===== src/rtl/addsub_serial_pkg.sv =====
// addsub_serial shared types: FSM state encoding and add/sub mode constants.
// Also used by the processor control unit.
package addsub_serial_pkg;

  typedef enum logic [1:0] {
    ST_IDLE = 2'd0,
    ST_RUN  = 2'd1,
    ST_DONE = 2'd2
  } state_e;

  localparam logic MODE_ADD = 1'b0;
  localparam logic MODE_SUB = 1'b1;

endpackage


===== src/rtl/addsub_serial_if.sv =====
// addsub_serial request/result bundle.
// master drives operands and start, slave returns result and flags.
interface addsub_serial_if #(
  parameter int WIDTH = 16
) ();

  logic             start;
  logic             sub;
  logic [WIDTH-1:0] a;
  logic [WIDTH-1:0] b;
  logic             cin;
  logic             ready;
  logic             done;
  logic [WIDTH-1:0] result;
  logic             cout;
  logic             overflow;
  logic             zero;
  logic             negative;

  modport master (
    output start, sub, a, b, cin,
    input  ready, done, result, cout,
    input  overflow, zero, negative
  );

  modport slave (
    input  start, sub, a, b, cin,
    output ready, done, result, cout,
    output overflow, zero, negative
  );

endinterface


===== src/rtl/addsub_chunk.sv =====
// CHUNK-bit combinational ripple adder slice.
// Also exposes the carry into its top bit for overflow detection.
module addsub_chunk #(
  parameter int CHUNK = 4
) (
  input  logic [CHUNK-1:0] a_i,
  input  logic [CHUNK-1:0] b_i,
  input  logic             c_i,
  output logic [CHUNK-1:0] sum_o,
  output logic             cout_o,
  output logic             cmsb_o
);

  logic [CHUNK:0] full;

  assign full   = {1'b0, a_i} + {1'b0, b_i}
                + {{CHUNK{1'b0}}, c_i};
  assign sum_o  = full[CHUNK-1:0];
  assign cout_o = full[CHUNK];
  assign cmsb_o = a_i[CHUNK-1] ^ b_i[CHUNK-1]
                ^ full[CHUNK-1];

endmodule


===== src/rtl/addsub_serial.sv =====
// Multi-cycle add/sub, CHUNK bits per cycle, start/done handshake.
// Define ADDSUB_SAT_EN to saturate the result on signed overflow.
module addsub_serial
  import addsub_serial_pkg::*;
#(
  parameter int WIDTH = 16,
  parameter int CHUNK = 4
) (
  input  logic            clk,
  input  logic            reset,
  addsub_serial_if.slave  bus
);

  localparam int NCHUNK = WIDTH / CHUNK;
  localparam int CW =
    (NCHUNK > 1) ? $clog2(NCHUNK) : 1;
  localparam logic [CW-1:0] LAST = CW'(NCHUNK - 1);

  state_e           state_q;
  logic [WIDTH-1:0] a_q;
  logic [WIDTH-1:0] b_q;
  logic [WIDTH-1:0] acc_q;
  logic             carry_q;
  logic [CW-1:0]    cnt_q;
  logic             ready_q;
  logic             done_q;
  logic [WIDTH-1:0] res_q;
  logic             cout_q;
  logic             ovf_q;
  logic             zero_q;
  logic             neg_q;

  logic [CHUNK-1:0] sum;
  logic             co;
  logic             cm;
  logic [WIDTH-1:0] acc_d;
  logic             ovf_d;
  logic [WIDTH-1:0] fin_d;

  addsub_chunk #(
    .CHUNK (CHUNK)
  ) u_chunk (
    .a_i    (a_q[CHUNK-1:0]),
    .b_i    (b_q[CHUNK-1:0]),
    .c_i    (carry_q),
    .sum_o  (sum),
    .cout_o (co),
    .cmsb_o (cm)
  );

  // new sum chunk enters at the top, older chunks move down
  assign acc_d = WIDTH'({sum, acc_q} >> CHUNK);
  assign ovf_d = cm ^ co;

`ifdef ADDSUB_SAT_EN
  always_comb begin
    fin_d = acc_d;
    if (ovf_d) begin
      fin_d = acc_d[WIDTH-1]
            ? {1'b0, {(WIDTH-1){1'b1}}}
            : {1'b1, {(WIDTH-1){1'b0}}};
    end
  end
`else
  assign fin_d = acc_d;
`endif

  always_ff @(posedge clk) begin
    if (reset) begin
      state_q <= ST_IDLE;
      a_q     <= '0;
      b_q     <= '0;
      acc_q   <= '0;
      carry_q <= 1'b0;
      cnt_q   <= '0;
      ready_q <= 1'b1;
      done_q  <= 1'b0;
      res_q   <= '0;
      cout_q  <= 1'b0;
      ovf_q   <= 1'b0;
      zero_q  <= 1'b0;
      neg_q   <= 1'b0;
    end else begin
      unique case (state_q)
        ST_IDLE: begin
          done_q <= 1'b0;
          if (bus.start) begin
            a_q     <= bus.a;
            b_q     <= (bus.sub == MODE_SUB)
                     ? ~bus.b : bus.b;
            carry_q <= (bus.sub == MODE_SUB)
                     ? ~bus.cin : bus.cin;
            acc_q   <= '0;
            cnt_q   <= '0;
            ready_q <= 1'b0;
            state_q <= ST_RUN;
          end
        end
        ST_RUN: begin
          a_q     <= a_q >> CHUNK;
          b_q     <= b_q >> CHUNK;
          carry_q <= co;
          acc_q   <= acc_d;
          cnt_q   <= cnt_q + CW'(1);
          if (cnt_q == LAST) begin
            res_q   <= fin_d;
            cout_q  <= co;
            ovf_q   <= ovf_d;
            zero_q  <= (fin_d == '0);
            neg_q   <= fin_d[WIDTH-1];
            done_q  <= 1'b1;
            state_q <= ST_DONE;
          end
        end
        ST_DONE: begin
          done_q  <= 1'b0;
          ready_q <= 1'b1;
          state_q <= ST_IDLE;
        end
        default: begin
          state_q <= ST_IDLE;
          ready_q <= 1'b1;
          done_q  <= 1'b0;
        end
      endcase
    end
  end

  assign bus.ready    = ready_q;
  assign bus.done     = done_q;
  assign bus.result   = res_q;
  assign bus.cout     = cout_q;
  assign bus.overflow = ovf_q;
  assign bus.zero     = zero_q;
  assign bus.negative = neg_q;

endmodule


===== src/flat_wrapper.sv =====
// flat-port wrapper written by rule: the top's interface ports become plain ports
module addsub_serial_flat import addsub_serial_pkg::*;
#(
  parameter int WIDTH = 16,
  parameter int CHUNK = 4
)
  (clk, reset, bus_start, bus_sub, bus_a, bus_b, bus_cin, bus_ready, bus_done, bus_result, bus_cout, bus_overflow, bus_zero, bus_negative);
  addsub_serial_if #(.WIDTH(WIDTH)) bus_i ();
  input  logic clk;
  input  logic reset;
  input wire logic [$bits(bus_i.start)-1:0] bus_start;
  input wire logic [$bits(bus_i.sub)-1:0] bus_sub;
  input wire logic [$bits(bus_i.a)-1:0] bus_a;
  input wire logic [$bits(bus_i.b)-1:0] bus_b;
  input wire logic [$bits(bus_i.cin)-1:0] bus_cin;
  output wire logic [$bits(bus_i.ready)-1:0] bus_ready;
  output wire logic [$bits(bus_i.done)-1:0] bus_done;
  output wire logic [$bits(bus_i.result)-1:0] bus_result;
  output wire logic [$bits(bus_i.cout)-1:0] bus_cout;
  output wire logic [$bits(bus_i.overflow)-1:0] bus_overflow;
  output wire logic [$bits(bus_i.zero)-1:0] bus_zero;
  output wire logic [$bits(bus_i.negative)-1:0] bus_negative;
  assign bus_i.start = bus_start;
  assign bus_i.sub = bus_sub;
  assign bus_i.a = bus_a;
  assign bus_i.b = bus_b;
  assign bus_i.cin = bus_cin;
  assign bus_ready = bus_i.ready;
  assign bus_done = bus_i.done;
  assign bus_result = bus_i.result;
  assign bus_cout = bus_i.cout;
  assign bus_overflow = bus_i.overflow;
  assign bus_zero = bus_i.zero;
  assign bus_negative = bus_i.negative;
  addsub_serial #(.WIDTH(WIDTH), .CHUNK(CHUNK)) u_core (.clk(clk), .reset(reset), .bus(bus_i));
endmodule

===== config.mk =====
export PLATFORM = sky130hd
export DESIGN_NAME = addsub_serial_flat
export DESIGN_NICKNAME = d
export VERILOG_FILES = /design/src/rtl/addsub_serial_pkg.sv /design/src/rtl/addsub_serial_if.sv /design/src/rtl/addsub_chunk.sv /design/src/rtl/addsub_serial.sv /design/src/flat_wrapper.sv
export SDC_FILE = /design/constraint.sdc
export NUM_CORES = 1
export LEC_CHECK = 0
export BUFFER_PORTS_ARGS = -buffer_cell sky130_fd_sc_hd__clkbuf_2
export CORE_MARGIN = 2
export CORE_UTILIZATION = 53
export CTS_BUF_LIST = sky130_fd_sc_hd__clkbuf_4 sky130_fd_sc_hd__clkbuf_8
export CTS_CLUSTER_SIZE = 25
export DETAILED_ROUTE_END_ITERATION = 6
export GPL_TIMING_DRIVEN = 0
export PLACE_DENSITY = 0.89
export REMOVE_ABC_BUFFERS = 1
export SLEW_MARGIN = 0
export SYNTH_ARGS = -nofsm -noshare
export SYNTH_HDL_FRONTEND = slang
export SYNTH_SLANG_ARGS = --single-unit

===== constraint.sdc =====
create_clock -name clk -period 2.6 [get_ports clk]
set_clock_uncertainty 0.2 [all_clocks]
set_input_delay 0 -clock clk [delete_from_list [all_inputs] [get_ports clk]]
set_output_delay 0 -clock clk [all_outputs]
set_load 0.005 [all_outputs]

# Yosys cells after proc, flatten, opt, wreduce, memory -nomap -nowiden
# Cells that the tools add are included.
[op_classes]
n_reduce_logical = 8
n_addsub = 3
n_eq_ne = 4
bitwise = 6
mux = 17
[ops]
columns = ["operator", "n"]
rows = [
  ["16-bit case mux with 2 select lines", 3],
  ["16-bit two-way mux", 4],
  ["16-bit zero test", 1],
  ["16-bit inverter", 1],
  ["2-bit case mux with 2 select lines", 2],
  ["2-bit AND reduction", 4],
  ["2-bit two-way mux", 3],
  ["4-bit by 4-bit adder with 5-bit output", 1],
  ["5-bit by 1-bit adder with 5-bit output", 1],
  ["1-bit case mux with 2 select lines", 2],
  ["1-bit two-way mux", 3],
  ["1-bit bitwise XOR", 3],
  ["2-bit by 1-bit adder with 2-bit output (second input constant)", 1],
  ["2-bit by 1-bit == test with 1-bit output (second input constant)", 1],
  ["2-bit == test (second input constant)", 1],
  ["2-bit zero test", 1],
  ["2-bit by 1-bit != test with 1-bit output (second input constant)", 1],
  ["2-bit != test (second input constant)", 1],
  ["1-bit inverter", 2],
  ["2-bit nonzero test", 1],
  ["2-bit OR reduction", 1],
]
[word_totals]
register_bits = 75

# Depth between registers and ports, before layout
# Gate-level depths: netlist of the first run.
[depth]
ltp_word = 4
mapped_depth = 7

# Cells and area by module
# From an unflattened synthesis of the first run, not the netlist that was laid out.
[unflattened]
cells_unflattened = 310
hier_area_um2 = 2962.8
[by_module_without_submodules]
columns = ["mod", "area_each_um2", "instances", "seq_area_each_um2", "cells_each"]
rows = [
  ["addsub_serial", 2819.0, 1, 1401.3, 293],
  ["addsub_chunk", 143.9, 1, 0.0, 17],
]

# Least setup slack after synthesis of the first run
# OpenSTA, ideal clock, no wires.
[synth_path]
path_kind = "register -> register"
from = "register u_core.carry_q"
to = "register u_core.zero_q, in the netlist u_core.bus.zero"
stages_incl_launch_ff = 7
required_time_ns = 2.331
arrival_ns = 2.085
path_buffers = 0
slack_ns = 0.246
period_less_slack_ns = 2.354
path_cell_list = "dfxtp_1 fa_1 fa_1 nor4_1 nand4_1 or4_1 o21ai_1"
[synth_between]
elab_chain_len = 2
[synth_rtl]
columns = ["item", "line", "text"]
rows = [
  ["from (decl)", "addsub_serial.sv:23", "logic carry_q;"],
  ["from (signal assigned)", "addsub_serial.sv:91", "carry_q <= (bus.sub == MODE_SUB)"],
  ["from (signal assigned)", "addsub_serial.sv:102", "carry_q <= co;"],
  ["5-bit by 1-bit adder with 5-bit output", "addsub_chunk.sv:17", "+ {{CHUNK{1'b0}}, c_i};"],
  ["named net u_core.sum[1]", "addsub_serial.sv:33", "logic [CHUNK-1:0] sum;"],
  ["16-bit zero test", "addsub_serial.sv:109", "zero_q <= (fin_d == '0);"],
  ["to (signal assigned)", "addsub_serial.sv:109", ""],
  ["to (decl)", "addsub_serial.sv:30", "logic zero_q;"],
]
# The timed path passes the listed nets, and every way through them passes these cells.
# A chain may end at the register's enable or synchronous reset.

# Worst setup path in the final report of the first run
# Same ends and word-level chain as after synthesis.

==> flow_summary.ini, run 1 <==
[sta]
worst_pin_slew_ns = 1.14
fmax_ghz = 0.397
finalCritPeriodShare = 0.969
report.final.setup_viol = 0
relSlewSlack = 0.235
finalWorstPathRequiredPeriod_ns = 2.52
fin_tns_setup_ns = 0
final-hold-violation-count = 0
slew_viol_final = 0
rsz0062_at_grt = no

[layout]
layout_common_cells = dfxtp_1, clkbuf_2, nand2_1
syn2layout_area_growth_pct = 27.8
final_area_sq_mm = 0.00364
regArea_sq_mm = 0.00140
drive_above_1_share = 0.205
final_common_cell = dfxtp_1
nFillCells = 389
antenna_cells = 0
nets = 429
multiInputGateArea_sq_mm = 0.00134

[outcome]
status = complete, no violations

[cts]
cts_tree = yes
cts_setup_buffers = 0
clk_pin_slew_ns = 0.08
htreeDepth = 3
cts_root_buf = clkbuf_8
clock_path_buffers = 2
cts_buffers = 9
cts_sinks = 70
clkLatencyLatePin_ns = 0.33

[floorplan]
start_util = 0.554
io_pins = 59
coreArea_sq_mm = 0.00514
row_count = 26
die_y_um = 77.3
die_w_um = 77.3
die-area_sq_mm = 0.00597

[worst_setup_path]
setup.worst_path.start = u_core.carry_q
worstPathRequired_ns = 2.67
worst-setup-path-type = register to register
worstPathArrival_ns = 2.59
cp_common_cell = fa_1
reg2reg_depth = 6
crit_fanout = 3
crit_end = u_core.bus.zero
crit_slowest_cell = fa_1
end_kind = register
critPathLaunchType = register
slowest_delay_ns = 0.53
timing.rr.start = u_core.carry_q
crit_chain = fa_1 > fa_1 > nor4_2 > nand4_1 > or4_1 > o21ai_1
r2r-end = u_core.bus.zero
reg2reg_slack_ns = 0.08

[synthesis]
synth_area_sq_mm = 0.00285
synth-compound-area-share = 0.239
ys_ff_latch = 70
async_reset_ff_frac = 0
syn_inst = 306
synth_fa_ha_area_frac = 0.0317
synth_edf_count = 0
yosys_warnings = 0
synth.avg_cell_area_sq_um = 9.30
ys_seq_area_frac = 0.493
synth_flop_cell = dfxtp_1
yosys.area_share.simple = 0.135
synth_cell_types = 37
muxShareOfSynthArea = 0
synth_top_family_by_area = compound AO/OA/AOI/OAI gates
synth_xor_xnor_area_share = 0.0616

[detailed_routing]
wirelength_mm = 7.10
routedWlPerCell_um = 15.4
antenna_left = 0
drt_first_pass_iters = 4
dr.first_iter.drc_count = 187
vias = 2620
viasPerCell = 5.70
drc = 0

[power]
powerDensity_mw_per_mm2 = 631
p_leak_uw = 0.00152
ir_drop_v = 0.000526

[place]
post-dp-hpwl_mm = 4.10
place_congestion = 0.790
portBuffers = 58
placed_area_sq_mm = 0.00313

[worst_hold_path]
hold_path.class = primary input to register

[global_route]
grt_pass1_wl_mm = 12.0
grt_max_degree = 43
overflow = 0
antenna_found_initial = 0
grt_usage = 0.253
grt_pass1_vias = 2626

[flow_run]
drv_cap = 0
-- state kept, by name, indices dropped and copies added (netlist names), 2 cells and up --
signal,count
u_core.a_q,16
u_core.bus.result,15
u_core.acc_q,12
u_core.b_q,16
u_core.state_q,2
u_core.cnt_q,2
-- Yosys cell counts (5+ instances only) --
cell type | number | share of area
nor2_1 | 29 | 0.038
o221ai_1 | 9 | 0.028
a21oi_1 | 28 | 0.049
o21ai_0 | 14 | 0.025
buf_2 | 5 | 0.0088
dfxtp_1 | 70 | 0.49
clkbuf_1 | 14 | 0.018
a22o_1 | 19 | 0.058
nand2_1 | 43 | 0.057
o2bb2ai_1 | 12 | 0.037
xor2_1 | 17 | 0.052
-- cells by family after synthesis --
logic type,after synthesis
fa+ha+maj,6
simple gates,87
flops,70
xor+xnor,20
compound gates,98
buf+inv,25
-- worst min-delay path by stage --
stage	cells past startpoint	startpoint	slack, ns	to
5_1_grt	5	bus_b[6]	0.03	u_core.b_q[6]
6_report	5	bus_b[6]	0.02	u_core.b_q[6]
2_1_floorplan	1	reset	-0.13	u_core.b_q[0]
4_1_cts	5	bus_b[6]	0.03	u_core.b_q[6]
3_3_place_gp	2	bus_a[13]	0.02	u_core.a_q[13]
3_5_place_dp	2	bus_a[13]	0.02	u_core.a_q[13]
-- worst max-delay path: cells and delay by family, from the launching register on --
kind	cells	cell delay (ns)
simple gates	3	0.81
flops	1	0.33
compound gates	1	0.12
fa+ha+maj	2	0.99
-- where the power goes --
| group | total [uW] | switching, uW | internal [uW] |
|---|---|---|---|
| Combinational | 362 | 198 | 164 |
| Clock | 741 | 382 | 359 |
| Sequential | 1190 | 52.6 | 1140 |
| Total | 2290 | 633 | 1660 |
-- final cells by class --
type                    count  share of cell area
multi-input cells         211               0.369
inverters                   2             0.00206
repair buffers             92               0.175
flip-flops and latches     70               0.385
well taps                  70              0.0241
clock inverters             4             0.00688
clock buffers              11              0.0382
-- stage by stage --
step           hold slack, ns  total power [uW]  cells   util  setup slack [ns]
2_1_floorplan          -0.131              1400    283      -             0.246
3_3_place_gp           0.0178              1490    411  0.606            -0.286
3_5_place_dp           0.0227              1510    412  0.610            0.0793
4_1_cts                0.0286              2280    460  0.707            0.0485
5_1_grt                0.0331              2400    460  0.708           0.00521
6_report               0.0240              2290    460  0.708            0.0796
-- metal layers --
layer | global-route usage | up-vias | wire length (um)
met5 | 0 | - | 0
met4 | 0.121 | 0 | 207
met3 | 0.0588 | 24 | 390
met2 | 0.453 | 118 | 3720
met1 | 0.279 | 1243 | 2780
li1 | - | 1235 | -
-- repair_timing --
| action | 4_1_cts | 5_1_grt |
|---|---|---|
| hold buffers | 33 | 0 |
| resized for setup | 1 | 0 |
| setup endpoints to repair | 1 | 1 |
| pin swaps | 0 | 2 |
| hold endpoints to repair | 34 | 0 |
Note: power is estimated with default switching activity, not from simulation.
==> inputs of run 2 (changes only) <==
Settings changed: BUFFER_PORTS_ARGS -buffer_cell sky130_fd_sc_hd__clkbuf_2 to unset, DONT_BUFFER_PORTS set to 1, PLACE_DENSITY 0.89 to 0.79.
==> run 2 against run 1 <==
First-iteration DRC count up 24%. Critical path depth down 1. Combinational power up 17%. Sequential power about the same. Largest cell class unchanged. Global-route usage up 1.7 points. Non-clock buffer count down 27. Die area unchanged. Sequential share of layout area down 0.89 points. Largest power group unchanged. Power up 12%. Cell count down 5.7%. Core utilization up 1.7 points. Highest routed layer unchanged.
==> flow_summary.ini, run 2 (synthesis results as in run 1) <==
[outcome]
status = complete, no violations

[detailed_routing]
routedWlPerCell_um = 17.5
vias = 2592
drc = 0
wirelength_mm = 7.60
drt_first_pass_iters = 5
viasPerCell = 5.97
antenna_left = 0
dr.first_iter.drc_count = 232

[sta]
fmax_ghz = 0.388
final-hold-violation-count = 0
finalWorstPathRequiredPeriod_ns = 2.57
slew_viol_final = 0
fin_tns_setup_ns = 0
report.final.setup_viol = 0
whs_ns = 0.101
finalCritPeriodShare = 0.990
relSlewSlack = 0.130
rsz0062_at_grt = yes
worst_pin_slew_ns = 1.30

[cts]
cts_root_buf = clkbuf_8
cts_tree = yes
cts_sinks = 70
cts_setup_buffers = 0
clk_pin_slew_ns = 0.08
clock_path_buffers = 2
htreeDepth = 3
cts_buffers = 9
clkLatencyLatePin_ns = 0.35

[global_route]
grt_usage = 0.270
grt_max_degree = 43
grt_pass1_wl_mm = 12.7
overflow = 0
grt_pass1_vias = 2686
antenna_found_initial = 0

[worst_setup_path]
crit_slowest_cell = dlygate4sd3_1
slowest_delay_ns = 0.65
crit_end = u_core.b_q[0]
setup.worst_path.start = u_core.state_q[0]
worstPathArrival_ns = 2.64
crit_fanout = 11
reg2reg_depth = 5
timing.rr.start = u_core.state_q[0]
cp_common_cell = nor2_1
reg2reg_slack_ns = 0.03
r2r-end = u_core.b_q[0]
crit_chain = nor2_1 > nor2_1 > o221ai_1 > dlygate4sd3_1 > a21oi_1
worst-setup-path-type = register to register
worstPathRequired_ns = 2.67
end_kind = register
critPathLaunchType = register

[place]
post-dp-hpwl_mm = 3.91
place_congestion = 0.817
placed_cells = 354
portBuffers = 0

[layout]
syn2layout_area_growth_pct = 30.9
final_common_cell = dfxtp_1
drive_above_1_share = 0.0632
antenna_cells = 0
nFillCells = 386
layout_common_cells = dfxtp_1, dlygate4sd3_1, nand2_1
nets = 402
fin_cells = 434
final_util = 0.724

[flow_run]
drv_cap = 0

[floorplan]
start_util = 0.554
io_pins = 59
die-area_sq_mm = 0.00597
coreArea_sq_mm = 0.00514
row_count = 26
die_w_um = 77.3
die_y_um = 77.3

[power]
ir_drop_v = 0.000455
powerDensity_mw_per_mm2 = 692
p_leak_uw = 0.00142

[worst_hold_path]
hold_path.class = primary input to register
-- run 2: cell types whose count changed in the layout (fill, tap and decap cells not counted) --
| cell | delta |
|---|---|
| clkbuf_4 | -1 |
| clkinvlp_4 | -1 |
| dlygate4sd3_1 | +30 |
| clkbuf_8 | +4 |
| o21bai_1 | +1 |
| bufinv_16 | +1 |
| clkinv_2 | -2 |
| o21bai_2 | -1 |
| buf_12 | +1 |
| clkbuf_2 | -58 |
-- run 2: timing repair --
action,4_1_cts,5_1_grt
endpoints found under the setup margin,0,16
hold buffers,64,0
gates resized for setup,0,1
endpoints found under the hold margin,70,0
-- run 2: area by class of cell --
class,instances,area [sq um],area share
Tap cell,70,87.6,0.0235
Inverter,2,7.51,0.00202
Sequential cell,70,1400,0.376
Clock buffer,14,186,0.0501
Clock inverter,2,37.5,0.0101
Timing Repair Buffer,65,666,0.179
Multi-Input combinational cell,211,1340,0.359
-- run 2: per-stage QoR --
stage	area [sq um]	total power, uW	setup WS (ns)
final	3720	2580	0.0252
after floorplan	2740	1400	0.246
after global routing	3720	2680	-0.104
after global placement	2830	1450	-0.278
after CTS	3720	2540	0.0583
after detailed placement	2840	1470	0.0899
-- run 2: per-layer routing --
metal	track usage	vias to the layer above	wire, um
li1	-	1186	-
met4	0.129	0	320
met5	0	-	0
met3	0.0953	39	533
met2	0.463	132	3870
met1	0.295	1235	2870
-- run 2: worst min path at each step --
stage,from,cells after the start,endpoint,slack [ns]
3_3_place_gp,reset,1,u_core.bus.result[3],-0.13
2_1_floorplan,reset,1,u_core.b_q[0],-0.13
3_5_place_dp,reset,1,u_core.bus.result[7],-0.12
4_1_cts,bus_start,3,u_core.b_q[10],0.08
6_report,bus_start,3,u_core.b_q[7],0.10
5_1_grt,bus_a[13],2,u_core.a_q[13],0.13
-- run 2: worst max-delay path: cells and delay by family (launching register included) --
kind / cells / cell delay [ns]
compound gates: 2 / 0.43
buf+inv: 1 / 0.65
flops: 1 / 0.48
simple gates: 2 / 0.74
-- run 2: power breakdown --
| part | switching (uW) | internal, uW |
|---|---|---|
| registers | 53.5 | 1140 |
| logic | 205 | 217 |
| clock network | 402 | 559 |
